### src/rtl/shake_pkg.sv
// shake_pkg: shared SHAKE256 constants and squeeze sequencer state encoding
package shake_pkg;
  localparam int RATE_BITS  = 1088;
  localparam int LANE_W     = 64;
  localparam int RATE_LANES = RATE_BITS / LANE_W;
  localparam int ROUNDS     = 24;
  typedef enum logic [2:0] {IDLE, STREAM, PERM_REQ, PERM_WAIT, DONE} squeeze_state_t;
endpackage

### src/rtl/shake_squeeze_ctrl.sv
// shake_squeeze_ctrl: streams requested SHAKE256 output lanes, re-permuting after each full rate block
module shake_squeeze_ctrl
  import shake_pkg::*;
#(
  parameter int RATE_LANES = 17,
  parameter int LANE_W     = 64,
  parameter int LEN_W      = 16
) (
  input  logic              clock,
  input  logic              reset,
  input  logic              start,
  input  logic [LEN_W-1:0]  out_lanes,
  output logic              perm_start,
  input  logic              perm_done,
  output logic [4:0]        lane_sel,
  input  logic [LANE_W-1:0] lane_data,
  output logic [LANE_W-1:0] dout,
  output logic              dout_valid,
  input  logic              dout_ready,
  output logic              dout_last,
  output logic              busy,
  output logic              done
);
  squeeze_state_t   state;
  logic [LEN_W-1:0] remaining;
  assign dout = dout_valid ? lane_data : '0;
  always_ff @(posedge clock) begin
    if (reset) begin
      state      <= IDLE;
      remaining  <= '0;
      lane_sel   <= '0;
      dout_valid <= 1'b0;
      dout_last  <= 1'b0;
      perm_start <= 1'b0;
      busy       <= 1'b0;
      done       <= 1'b0;
    end else begin
      case (state)
        IDLE: if (start) begin
          busy <= 1'b1;
          if (out_lanes != '0) begin
            state      <= STREAM;
            remaining  <= out_lanes;
            lane_sel   <= '0;
            dout_valid <= 1'b1;
            dout_last  <= out_lanes == LEN_W'(1);
          end else begin
            state <= DONE;
            done  <= 1'b1;
          end
        end
        STREAM: if (dout_ready) begin
          remaining <= remaining - LEN_W'(1);
          // the final lane never triggers a permutation, even at lane 16
          if (remaining == LEN_W'(1)) begin
            state      <= DONE;
            dout_valid <= 1'b0;
            dout_last  <= 1'b0;
            done       <= 1'b1;
          end else if (lane_sel == 5'(RATE_LANES - 1)) begin
            state      <= PERM_REQ;
            lane_sel   <= '0;
            dout_valid <= 1'b0;
            dout_last  <= 1'b0;
            perm_start <= 1'b1;
          end else begin
            lane_sel  <= lane_sel + 5'd1;
            dout_last <= remaining == LEN_W'(2);
          end
        end
        PERM_REQ: begin
          state      <= PERM_WAIT;
          perm_start <= 1'b0;
        end
        PERM_WAIT: if (perm_done) begin
          state      <= STREAM;
          dout_valid <= 1'b1;
          dout_last  <= remaining == LEN_W'(1);
        end
        DONE: begin
          state <= IDLE;
          busy  <= 1'b0;
          done  <= 1'b0;
        end
        default: state <= IDLE;
      endcase
    end
  end
endmodule

### config.mk
export PLATFORM = sky130hd
export DESIGN_NAME = shake_squeeze_ctrl
export DESIGN_NICKNAME = d
export VERILOG_FILES = /design/src/rtl/shake_pkg.sv /design/src/rtl/shake_squeeze_ctrl.sv
export SDC_FILE = /design/constraint.sdc
export NUM_CORES = 1
export LEC_CHECK = 0
export ABC_AREA = 1
export CAP_MARGIN = 40
export CORE_UTILIZATION = 34
export DETAILED_ROUTE_END_ITERATION = 10
export GPL_TIMING_DRIVEN = 0
export PLACE_DENSITY = 0.87
export SLEW_MARGIN = 10
export SYNTH_ARGS = -nofsm -noshare
export SYNTH_HDL_FRONTEND = slang
export SYNTH_SLANG_ARGS = --single-unit
### constraint.sdc
create_clock -name clock -period 1.52 [get_ports clock]
set_input_delay 0.456 -clock clock [delete_from_list [all_inputs] [get_ports clock]]
set_output_delay 0.456 -clock clock [all_outputs]
set_load 0.05 [all_outputs]
# Word-level counts from Yosys, hierarchy flattened
# Cells that the tools add are included.
# Widths: inputs -> output; s select.
# word_totals
word_cells	85
reg_bits	29
# op_classes
n_eq_ne	17
mux	43
n_reduce_logical	15
n_addsub	2
# ops
operator	n
$mux 64	1
$mux 16	3
$eq 16x1->1 const B	2
$pmux 16 s2	1
$mux 5	5
$mux 1	20
$mux 3	6
$eq 16x2->1 const B	1
$ne 2x2->1 const B	8
$reduce_bool 16->1	1
$sub 16x1->16 const B	1
$reduce_and 5->1	3
$pmux 3 s4	1
$reduce_and 4->1	3
$pmux 5 s2	1
$pmux 1 s3	3
$eq 3x2->1 const B	2
$reduce_and 6->1	1
$reduce_bool 2->1	3
$reduce_bool 3->1	2
$add 5x1->5 const B	1
$eq 5x5->1 const B	1
$pmux 1 s2	2
$eq 3x1->1 const B	1
other kinds (4)	4

# Logic depth before layout (Yosys ltp)
# depth
depth_word	5
ltp_mapped	11
depth_no_buf	11

# Worst setup path before layout
# No wires, ideal clock.
# synth_path
kind	register -> output
from	register dout_valid
to	output port dout[13]
arrival_time_ns	1.608
slack_ns	-0.544
path_stages_with_launch	5
n_path_buf	2
path_cell_list	dfxtp_1 > clkbuf_1 > clkbuf_1 > nand2_1 > inv_1
# synth_between
elab_chain_cells	1
# synth_lines
item	line	text
start: declaration	shake_squeeze_ctrl.sv:18	output logic dout_valid,
start signal: assignment	shake_squeeze_ctrl.sv:32	dout_valid <= 1'b0;
start signal: assignment	shake_squeeze_ctrl.sv:45	dout_valid <= 1'b1;
start signal: assignment	shake_squeeze_ctrl.sv:57	dout_valid <= 1'b0;
$mux 64	shake_squeeze_ctrl.sv:26	assign dout = dout_valid ? lane_data : '0;
end: declaration	shake_squeeze_ctrl.sv:17	output logic [LANE_W-1:0] dout,
# Every way passes these cells.

# Final worst setup path
# layout_path
from	register dout_valid
to	output port dout[58]
# Same word-level chain as after synthesis.

==> flow_summary.yaml <==
status:
  violations: "setup timing"
  status: "complete, but fails checks"
global_routing:
  grt_use_total: 0.318
  grt-ovfl-total: 0
  grt_pass1_vias: 3898
  grt_max_degree: 12
  antenna_found_initial: 3
  grt_first_pass_wirelength_mm: 19.2
routing:
  met2WireLength_mm: 8.44
  remaining_drc_errors: 0
  routedWlPerCell_um: 22.4
  wl_mm: 17.8
  top_layer: "met4"
  dr_total_vias: 4563
  drt_iter0_markers: 441
  routed_via_density: 5.74
  firstDrtPassIters: 6
  met3_length_mm: 1.96
  wl_met1_mm: 5.70
  detail-route-antenna-nets: 0
sta:
  fin_crit_ns: 1.85
  finalWorstSetupSlack_ns: -0.330
  fmax_mhz: 541
  slew_headroom: 0.477
  finalSetupViolCount: 92
  finalClockSkew_ns: 0.0106
  rsz0062_at_grt: "yes"
  period_share: 1.22
  hold_viol: 0
  drv_slew: 0
  worst_slew_pin_slew_ns: 0.784
cts:
  cts.htree.levels: 2
  path_clk_slew_ns: 0.08
  cts.sinks: 29
  numCtsBuffers: 5
  clk_latency_ns: 0.30
  clockBufferDepth: 2
  cts-root-buf: "clkbuf_8"
  tritoncts: "yes"
cells_and_area:
  seq_area_um2: 614
  fillers: 315
  mostFrequentLayoutCell: "nand2_1"
  syn_to_final_growth_pct: 145
  final_layout_size_suffix_gt1_frac: 0.570
  nets: 782
  layout_common_cells: "nand2_1, clkinvlp_4, nand2_4, clkdlybuf4s50_1, buf_8"
  final_area_mm2: 0.00629
  multi_input_area_mm2: 0.00243
floorplanning:
  ios: 159
  die_w_um: 88.9
  row_count: 31
  start_util: 0.352
  core_mm2: 0.00729
  die_h_um: 88.9
  die_area_mm2: 0.00791
synth:
  syn_area_mm2: 0.00257
  ys_seq_area_frac: 0.226
  synth_nets: 571
  ys_types: 32
  synth_edf_count: 0
  synthCells: 481
  synthArstFlopShare: 0
  ys_seq_elements: 29
  syn_area_per_cell_um2: 5.34
  synth_ff_type: "dfxtp_1"
  yosys_warnings: 0
pwr:
  power_density_mw_per_mm2: 785
  finalPower_mw: 4.94
  p_leak_nw: 2.77
  peakVddDrop_uv: 621
place:
  hpwlAfterDp_mm: 8.04
  gp_congestion: 0.914
  numPortBuffers: 157
  pre_cts_slack_ns: -0.876
  placed_area_mm2: 0.00452
worst_setup_path:
  worstPathArrival_ns: 1.39
  max_stage_delay_ns: 0.37
  critPathMaxFanout: 8
  worstPathRequired_ns: 1.06
  critPathSlowestCell: "dfxtp_4"
  crit_buf_inv: 4
  worst_setup_path_end_kind: "primary output"
  critPathTopFamily: "buffers and inverters"
  critPathLaunchType: "flop"
  reg2reg_slack_ns: -0.13
  critPathKind: "reg2out"
  cp_cell_sequence: "clkbuf_16 > clkbuf_8 > nand2_2 > clkinvlp_4 > buf_6"
flow_run:
  cap_viol_max_count: 0
worst_hold_path:
  hold_path_class: "reg2reg"
[area by class of cell]
cell class                      count  area share
Antenna cell                        3     0.00119
Buffer                             16      0.0364
Clock buffer                        5      0.0109
Clock inverter                      3     0.00338
Inverter                           93      0.0937
Multi-Input combinational cell    343       0.387
Sequential cell                    29      0.0977
Tap cell                           99      0.0197
Timing Repair Buffer              204       0.350
[state kept, by name (all words and copies together), names as in the netlist]
register / cells
dout_valid: 1
done: 1
perm_start: 1
dout_last: 1
lane_sel: 5
busy: 1
state: 3
remaining: 16
[final timing paths]
kind                            depth (start not counted)       start            to
worst max-delay path                                    5  dout_valid      dout[58]
worst min-delay path                                    2  perm_start    perm_start
worst max register to register                         10    state[2]  remaining[0]
worst min register to register                          2  perm_start    perm_start
[where the power goes]
group	total, mW	leakage, nW	switching (mW)	internal, mW
registers	0.965	0.246	0.127	0.839
logic	3.27	2.49	1.98	1.28
clock network	0.707	0.0407	0.384	0.323
total	4.94	2.77	2.49	2.45
[per-layer routing]
layer	GRT usage	vias up
li1	-	1881
met1	0.323	2037
met2	0.597	451
met3	0.0868	194
met4	0.161	0
met5	0	-
[kinds of logic (layout without fill, tap and decap cells)]
family	after synthesis	after routing	synth area share
AO/OA/AOI/OAI	49	49	0.106
XOR/XNOR	3	3	0.0102
adder cells (fa/ha/maj)	5	5	0.0244
buffers and inverters	109	321	0.168
flip-flops	29	29	0.226
other	0	3	0
AND/OR/NAND/NOR	286	286	0.466
[what timing repair did]
action	CTS	global route
hold buffers	0	0
pin swaps	24	72
gates cloned	7	1
setup buffers	18	21
endpoints found under the setup margin	101	95
gates resized for setup	678	210
[cell usage after synthesis, drive strengths merged (2+ instances only)]
library cell / n / area, um2
nand2: 171 / 674
inv: 93 / 352
nor2: 73 / 282
dfxtp: 29 / 581
nand3: 25 / 135
a21oi: 21 / 116
o21ai: 21 / 105
clkbuf: 12 / 45.0
nand4: 10 / 62.6
ha: 5 / 62.6
buf: 4 / 33.8
nor3: 3 / 15.0
nand3b: 2 / 15.0
or2: 2 / 12.5
xnor2: 2 / 17.5
[worst min-delay path: cells and delay by family (launching register included)]
| kind | cells | cell delay (ns) |
|---|---|---|
| compound gates | 1 | 0.05 |
| flops | 1 | 0.32 |
| simple gates | 1 | 0.06 |
[per-stage QoR]
| step | hold WS [ns] | setup TNS [ns] | std cells | utilization |
|---|---|---|---|---|
| final | 0.475 | -18.09 | 795 | 0.862 |
| after global routing | 0.509 | -21.64 | 795 | 0.862 |
| after CTS | 0.468 | -12.58 | 770 | 0.756 |
| after detailed placement | 0.457 | -68.88 | 737 | 0.620 |
| after global placement | 0.455 | -67.52 | 737 | 0.620 |
| after floorplan | 0.439 | 0 | 481 | - |
Power figures use the tool's default switching activity.
